--- config.mk ---
export PLATFORM = sky130hd
export DESIGN_NAME = pll_drp_ctrl
export DESIGN_NICKNAME = d
export VERILOG_FILES = /design/src/rtl/pll_drp_ctrl.sv
export SDC_FILE = /design/constraint.sdc
export NUM_CORES = 1
export LEC_CHECK = 0
export CAP_MARGIN = 40
export CORE_MARGIN = 5
export CORE_UTILIZATION = 45
export CTS_CLUSTER_DIAMETER = 100
export DETAILED_ROUTE_END_ITERATION = 12
export DONT_BUFFER_PORTS = 1
export GPL_TIMING_DRIVEN = 1
export PLACE_DENSITY = 0.69
export SLEW_MARGIN = 20
export SYNTH_ARGS = -nofsm -noshare
export SYNTH_HDL_FRONTEND = slang
export SYNTH_SLANG_ARGS = --single-unit
--- constraint.sdc ---
create_clock -name clock -period 5.7 [get_ports clock]
set_input_delay 0.57 -clock clock [delete_from_list [all_inputs] [get_ports clock]]
set_output_delay 0.57 -clock clock [all_outputs]
set_load 0.02 [all_outputs]
--- src/rtl/pll_drp_ctrl.sv ---
// rtl/pll_drp_ctrl.sv - PLL DRP read-modify-write sequencer with lock wait; PLL_DRP_READBACK_EN adds write verify
module pll_drp_ctrl #(
  parameter int DRDY_TIMEOUT = 63,
  parameter int LOCK_TIMEOUT = 65535
) (
  input  logic        clock,
  input  logic        resetn,
  input  logic        cfg_valid,
  output logic        cfg_ready,
  input  logic [6:0]  cfg_addr,
  input  logic [15:0] cfg_mask,
  input  logic [15:0] cfg_data,
  input  logic        cfg_last,
  output logic        busy,
  output logic        done,
  output logic        err,
  output logic [1:0]  err_code,
  output logic [6:0]  drp_daddr,
  output logic [15:0] drp_di,
  input  logic [15:0] drp_do,
  output logic        drp_den,
  output logic        drp_dwe,
  input  logic        drp_drdy,
  output logic        pll_rst,
  input  logic        pll_locked
);

  localparam int MAX_TO = (LOCK_TIMEOUT > DRDY_TIMEOUT) ? LOCK_TIMEOUT : DRDY_TIMEOUT;
  localparam int CW = $clog2(MAX_TO + 1);
  localparam logic [CW-1:0] DRDY_LAST = CW'(DRDY_TIMEOUT - 1);
  localparam logic [CW-1:0] LOCK_LAST = CW'(LOCK_TIMEOUT - 1);

  typedef enum logic [3:0] {
    IDLE,
    RD_REQ,
    RD_WAIT,
    WR_REQ,
    WR_WAIT,
`ifdef PLL_DRP_READBACK_EN
    VFY_REQ,
    VFY_WAIT,
`endif
    WAIT_ENTRY,
    RELEASE,
    WAIT_LOCK,
    ERR
  } state_t;

  state_t          state_q, state_d;
  logic [6:0]      addr_q, addr_d;
  logic [15:0]     mask_q, mask_d;
  logic [15:0]     data_q, data_d;
  logic            last_q, last_d;
  logic [15:0]     wdata_q, wdata_d;
  logic [CW-1:0]   cnt_q, cnt_d;
  logic            pll_rst_q, pll_rst_d;
  logic            err_q, err_d;
  logic [1:0]      err_code_q, err_code_d;
  logic            done_q, done_d;
  logic            accept;
  logic            drdy_expired;
  logic            lock_expired;

  // Handshake and DRP strobes decode straight from the state, so each REQ state gives a one-cycle pulse
  always_comb begin
    cfg_ready = (state_q == IDLE) || (state_q == WAIT_ENTRY) || (state_q == ERR);
    busy      = (state_q != IDLE) && (state_q != ERR);
`ifdef PLL_DRP_READBACK_EN
    drp_den   = (state_q == RD_REQ) || (state_q == WR_REQ) || (state_q == VFY_REQ);
`else
    drp_den   = (state_q == RD_REQ) || (state_q == WR_REQ);
`endif
    drp_dwe   = (state_q == WR_REQ);
    accept    = cfg_valid && cfg_ready;
    drdy_expired = (cnt_q == DRDY_LAST);
    lock_expired = (cnt_q == LOCK_LAST);
  end

  assign drp_daddr = addr_q;
  assign drp_di    = wdata_q;
  assign pll_rst   = pll_rst_q;
  assign err       = err_q;
  assign err_code  = err_code_q;
  assign done      = done_q;

  // Next-state logic; drdy is checked before the timeout so a last-cycle response still succeeds
  always_comb begin
    state_d    = state_q;
    addr_d     = addr_q;
    mask_d     = mask_q;
    data_d     = data_q;
    last_d     = last_q;
    wdata_d    = wdata_q;
    pll_rst_d  = pll_rst_q;
    err_d      = err_q;
    err_code_d = err_code_q;
    done_d     = 1'b0;
    case (state_q)
      IDLE, ERR: begin
        if (accept) begin
          addr_d     = cfg_addr;
          mask_d     = cfg_mask;
          data_d     = cfg_data;
          last_d     = cfg_last;
          pll_rst_d  = 1'b1;
          err_d      = 1'b0;
          err_code_d = 2'd0;
          state_d    = RD_REQ;
        end
      end
      RD_REQ: state_d = RD_WAIT;
      RD_WAIT: begin
        if (drp_drdy) begin
          wdata_d = (drp_do & mask_q) | (data_q & ~mask_q);
          state_d = WR_REQ;
        end else if (drdy_expired) begin
          err_d      = 1'b1;
          err_code_d = 2'd1;
          state_d    = ERR;
        end
      end
      WR_REQ: state_d = WR_WAIT;
      WR_WAIT: begin
        if (drp_drdy) begin
`ifdef PLL_DRP_READBACK_EN
          state_d = VFY_REQ;
`else
          state_d = last_q ? RELEASE : WAIT_ENTRY;
`endif
        end else if (drdy_expired) begin
          err_d      = 1'b1;
          err_code_d = 2'd1;
          state_d    = ERR;
        end
      end
`ifdef PLL_DRP_READBACK_EN
      VFY_REQ: state_d = VFY_WAIT;
      VFY_WAIT: begin
        if (drp_drdy) begin
          if (drp_do != wdata_q) begin
            err_d      = 1'b1;
            err_code_d = 2'd3;
            state_d    = ERR;
          end else begin
            state_d = last_q ? RELEASE : WAIT_ENTRY;
          end
        end else if (drdy_expired) begin
          err_d      = 1'b1;
          err_code_d = 2'd1;
          state_d    = ERR;
        end
      end
`endif
      WAIT_ENTRY: begin
        if (accept) begin
          addr_d  = cfg_addr;
          mask_d  = cfg_mask;
          data_d  = cfg_data;
          last_d  = cfg_last;
          state_d = RD_REQ;
        end
      end
      RELEASE: begin
        pll_rst_d = 1'b0;
        state_d   = WAIT_LOCK;
      end
      WAIT_LOCK: begin
        if (pll_locked) begin
          done_d  = 1'b1;
          state_d = IDLE;
        end else if (lock_expired) begin
          err_d      = 1'b1;
          err_code_d = 2'd2;
          state_d    = ERR;
        end
      end
      default: state_d = IDLE;
    endcase
    cnt_d = (state_d == state_q) ? cnt_q + CW'(1) : '0;
  end

  // State and datapath registers; reset abandons any sequence and releases the PLL
  always_ff @(posedge clock or negedge resetn) begin
    if (!resetn) begin
      state_q    <= IDLE;
      addr_q     <= '0;
      mask_q     <= '0;
      data_q     <= '0;
      last_q     <= 1'b0;
      wdata_q    <= '0;
      cnt_q      <= '0;
      pll_rst_q  <= 1'b0;
      err_q      <= 1'b0;
      err_code_q <= 2'd0;
      done_q     <= 1'b0;
    end else begin
      state_q    <= state_d;
      addr_q     <= addr_d;
      mask_q     <= mask_d;
      data_q     <= data_d;
      last_q     <= last_d;
      wdata_q    <= wdata_d;
      cnt_q      <= cnt_d;
      pll_rst_q  <= pll_rst_d;
      err_q      <= err_d;
      err_code_q <= err_code_d;
      done_q     <= done_d;
    end
  end

endmodule

# [Word-level counts from Yosys, hierarchy flattened]
# Cells that the tools add are included.
[op_classes] n_reduce_logical=16 bitwise=4 n_div=0 magnitude_cmp=0 n_mul=0 add_sub_neg=1 n_eq_ne=17 n_shift=0 mux=25
[ops] cell="16-bit AND" n=2
[ops] cell="4-bit case mux with 7 select lines" n=1
[ops] cell="4-bit 2-to-1 mux" n=6
[ops] cell="16-bit by 1-bit adder with 16-bit output (second input constant)" n=1
[ops] cell="16-bit == test (second input constant)" n=1
[ops] cell="16-bit by 6-bit == test with 1-bit output (second input constant)" n=1
[ops] cell="4-bit by 3-bit == test with 1-bit output (second input constant)" n=4
[ops] cell="16-bit 2-to-1 mux" n=1
[ops] cell="16-bit inverter" n=1
[ops] cell="16-bit OR" n=1
[ops] cell="2-bit 2-to-1 mux" n=6
[ops] cell="4-bit by 2-bit == test with 1-bit output (second input constant)" n=2
[ops] cell="1-bit 2-to-1 mux" n=8
[ops] cell="2-bit inequality test (second input constant)" n=4
[ops] cell="2-bit case mux with 3 select lines" n=1
[ops] cell="2-bit AND reduction" n=3
[ops] cell="6-bit AND reduction" n=1
[ops] cell="4-bit by 1-bit == test with 1-bit output (second input constant)" n=1
[ops] cell="4-bit == test" n=1
[ops] cell="4-bit == test (second input constant)" n=1
[ops] cell="4-bit logical NOT" n=1
[ops] cell="4-bit inequality test (second input constant)" n=1
[ops] cell="4-bit nonzero test" n=1
[ops] cell="2-bit OR reduction" n=2
[ops] cell="8 further kinds" n=11
[word_totals] romBits=0 ff_bits=81 elab_cells=74 latchBits=0 n_memories=0 mem_bits_rw=0

# [Depth between registers and ports, before layout]
[depth] word_depth=8 depth_mapped=8 mapped_depth_nobuf=7

# [Worst setup path after synthesis]
# OpenSTA, ideal clock, no wires.
[synth_timing] kind="reg-to-reg" startpoint="register cnt_q[0]" endpoint="register cnt_q[10]" t_arrival_ns=1.851 path_stages_with_launch=9 setup_slack_ns=3.726 path_cell_list="dfrtp_1 inv_1 ha_1 nor3b_1 nand4_2 a211o_1 a21oi_2 buf_6 nor4_2"
[synth_via] elab_chain_len=6
[synth_rtl] item="start, declared" line_no="55" source="logic [CW-1:0] cnt_q, cnt_d;"
[synth_rtl] item="start signal, assigned" line_no="203" source="cnt_q <= cnt_d;"
[synth_rtl] item="16-bit == test or 16-bit by 6-bit == test with 1-bit output (tied branches)" line_no="76, 75"
[synth_rtl] item="4-bit 2-to-1 mux (on tied branches)" line_no="171, 116, 130"
[synth_rtl] item="4-bit 2-to-1 mux (on tied branches)" line_no="168, 113, 124"
[synth_rtl] item="4-bit case mux with 7 select lines" line_no="98" source="case (state_q)"
[synth_rtl] item="4-bit == test" line_no="179" source="cnt_d = (state_d == state_q) ? cnt_q + CW'(1) : '0;"
[synth_rtl] item="16-bit 2-to-1 mux *" line_no="179"
[synth_rtl] item="named net cnt_d[10]" line_no="55"
# Mark *: on every way through the listed nets, which the timed path passes. The rest lies on a longest branch.
# A chain may end at the register's enable or synchronous reset.

# [Worst setup path in the final report]
[layout_timing] startpoint="register state_q[0]" endpoint="output cfg_ready"
[layout_via] elab_chain_len=3
[layout_rtl] item="start, declared" line_no="49" source="state_t state_q, state_d;"
[layout_rtl] item="start signal, assigned" line_no="197" source="state_q <= state_d;"
[layout_rtl] item="4-bit by 3-bit == test with 1-bit output or 4-bit logical NOT (tied branches)" line_no="66" source="cfg_ready = (state_q == IDLE) || (state_q == WAIT_ENTRY) || (state_q == ERR);"
[layout_rtl] item="1-bit logical OR" line_no="66"
[layout_rtl] item="1-bit logical OR *" line_no="66"
[layout_rtl] item="end, declared" line_no="9" source="output logic cfg_ready,"
# Every way passes the cells marked *; elsewhere a longest branch is shown, timed or not.

==> flow_metrics.tcl <==
set metrics [dict create \
    post_cts_resized 0 \
    period_minus_slack_ps 2440 \
    drtPass1Iterations 4 \
    worst_pin_slew_ps 577 \
    tritoncts "built" \
    cts.root.buffer_cell "clkbuf_8" \
    drc 0 \
    crit_arrival_ps 1870 \
    crit_path_cell_trace "nor2b_1, a21oi_1, nor2_1" \
    setup_violations 0 \
    cp.buffers_inverters 0 \
    path_delay_family "simple AND/OR/NAND/NOR gates" \
    ys_ff_latch 81 \
    grt_pass1_vias 2587 \
    nets 388 \
    timing.rr.end "cnt_q[5]$_DFF_PN0_" \
    dieWidth_um 102 \
    die_height_um 102 \
    critPathCaptureType "output pin" \
    core_um2 8260 \
    io_buffers 0 \
    cts.path.max_buffers 2 \
    gp_congestion 0.829 \
    wl_per_cell_um 17.9 \
    ys_warn_count 0 \
    htreeDepth 3 \
    clk-insertion-delay-late_ps 350 \
    critPathKind "register to output pin" \
    async_flop_share 1.00 \
    yosys.area_share.simple 0.159 \
    antenna_found_initial 0 \
    powerDensity_nw_per_um2 539 \
    reg2reg_from "cnt_q[0]$_DFF_PN0_" \
    finClkSkew_ps 8.09 \
    antenna_cells 0 \
    synth_compound_area_frac 0.0859 \
    whs_ps 99.7 \
    synthAdderAreaFrac 0.00651 \
    fin_total_pwr_w 0.00226 \
    dp_hpwl_um 5580 \
    fin_cells 435 \
    fin_tns_setup_ps 0 \
    cp_slowest_stage_delay_ps 660 \
    rrSetupSlack_ps 3300 \
    overflow 0 \
    synth_top_family_by_area "simple AND/OR/NAND/NOR gates" \
    clock-sinks 81 \
    p_leak_nw 1.74 \
    fmaxAchievable_mhz 410 \
    synth-seq-area-share 0.527 \
    grt_setup_unrepaired "no" \
    worstPathMaxFanout 19 \
    syn_inst 324 \
    drv_cap 0 \
    setup_slack_ps 3260 \
    vias 2490 \
    yosys.area.top_type "dfrtp_1" \
    slowest_stage "dfrtp_1" \
    drv_slew 0 \
    status "complete, no violations" \
    avgSynthCellArea_um2 11.9 \
    finalWirelength_um 7780 \
    synth_area_um2 3850 \
    cp-start-kind "register" \
    synth_cell_types 51 \
    dieArea_um2 10500 \
    drive_gt1_frac 0.215 \
    synth_edf_count 0 \
    grt_max_degree 82 \
    reg2reg_depth 8 \
    synth-main-ff-cell "dfrtp_1" \
    hold_class "input port to async pin" \
    rows 33 \
    grt_pass1_wl_um 13000 \
    synth.top_cell.area_share 0.527 \
    synth.top_cells.by_count "dfrtp_1 (81), mux2_2 (31), nand2_1 (23)" \
    synth_xor_area_frac 0.0319 \
    area_delta_synth_final_pct 8.88 \
    synth_most_common_cell "dfrtp_1" \
    slew_headroom 0.615 \
    cp.required_ps 5130 \
    muxShareOfSynthArea 0.159 \
    numCtsBuffers 9 \
    viasPerCell 5.72 \
    cts.clk_slew.worst_paths_ps 80 \
    syn_nets 387 \
    start_util 0.466 \
    place_inst 418 \
    peakVddDrop_uv 213 \
    post-route-period-util 0.428 \
    ant_nets 0 \
    num_io_pins 93 \
    track_usage 0.157 \
    finalHoldViolations 0 \
    place_ws_ps 3340 \
    synth_area_leaders "dfrtp_1 (53%), mux2_2 (9.1%), mux2i_1 (4.2%)" \
    dr.first_iter.drc_count 134 \
]
## final cells by class
type	instances	area, um^2
repair buffers	6	100
clock buffers	10	128
well taps	105	131
clock inverters	6	67.6
fillers	741	4070
flip-flops and latches	81	2030
multi-input cells	220	1710
inverters	7	26.3
## metal layers
| layer | vias up | GRT usage | wire length (um) | part of all wire |
|---|---|---|---|---|
| met4 | 0 | 0.0545 | 132 | 0.017 |
| met3 | 11 | 0.0532 | 555 | 0.071 |
| met1 | 1225 | 0.205 | 3170 | 0.41 |
| met5 | - | 0 | 0 | 0 |
| li1 | 1180 | - | - | - |
| met2 | 74 | 0.246 | 3920 | 0.50 |
## worst max-delay path by stage
stage,from,end,slack (ps),depth (start not counted)
floorplan,cnt_q[0]$_DFF_PN0_,cnt_q[10]$_DFF_PN0_,3730,8
global placement,state_q[0]$_DFF_PN0_,mask_q[15]$_DFFE_PN0P_,3150,4
detailed placement,cnt_q[0]$_DFF_PN0_,cnt_q[5]$_DFF_PN0_,3340,8
CTS,state_q[0]$_DFF_PN0_,cfg_ready,3230,3
global route,state_q[0]$_DFF_PN0_,cfg_ready,3080,3
finish,state_q[0]$_DFF_PN0_,cfg_ready,3260,3
## kinds of logic after synthesis
| kind of cell | after synthesis |
|---|---|
| fa+ha+maj | 2 |
| compound gates | 48 |
| flops | 81 |
| buf+inv | 23 |
| simple gates | 100 |
| mux | 56 |
| xor+xnor | 14 |
## cells in the final DEF, fill, tap and decap left out, types with 4 or more instances in the layout
| master | count |
|---|---|
| nand4_1 | 5 |
| mux2_1 | 9 |
| mux2i_1 | 16 |
| xor2_1 | 8 |
| o21bai_1 | 4 |
| o21ai_0 | 21 |
| a21oi_1 | 5 |
| nor2b_1 | 4 |
| inv_1 | 7 |
| nor3_1 | 6 |
| nor2_1 | 12 |
| dfrtp_1 | 81 |
| mux2_2 | 31 |
| nand3_1 | 10 |
| nand2b_1 | 4 |
| and3_1 | 4 |
| nor4_1 | 7 |
| xnor2_1 | 6 |
| clkbuf_8 | 9 |
| nand2_1 | 23 |
| nor4_2 | 12 |
## timing repair
item | 4_1_cts | 5_1_grt
hold buffers | 1 | 0
hold endpoints to repair | 81 | 0
buffers inserted | 0 | 0
## flip-flops by register name, indices dropped and copies added, names as in the netlist
register	cells
cnt_q	16
data_q	16
drp_di	16
mask_q	16
drp_daddr	7
state_q	4
err_code	2
done	1
err	1
last_q	1
pll_rst	1
## per-stage QoR
| step | utilization | cell area [um^2] |
|---|---|---|
| 2_1_floorplan | - | 3850 |
| 3_3_place_gp | 0.471 | 3890 |
| 3_5_place_dp | 0.480 | 3970 |
| 4_1_cts | 0.507 | 4190 |
| 5_1_grt | 0.507 | 4190 |
| 6_report | 0.507 | 4190 |
## where the power goes
part	total, W	switching (W)	leakage, nW	internal, W
logic	0.000759	0.000393	0.635	0.000366
registers	0.00108	0.000283	1.01	0.000796
clock network	0.000418	0.000214	0.0929	0.000204
total	0.00226	0.000890	1.74	0.00137
Note: power is estimated with default switching activity, not from simulation.
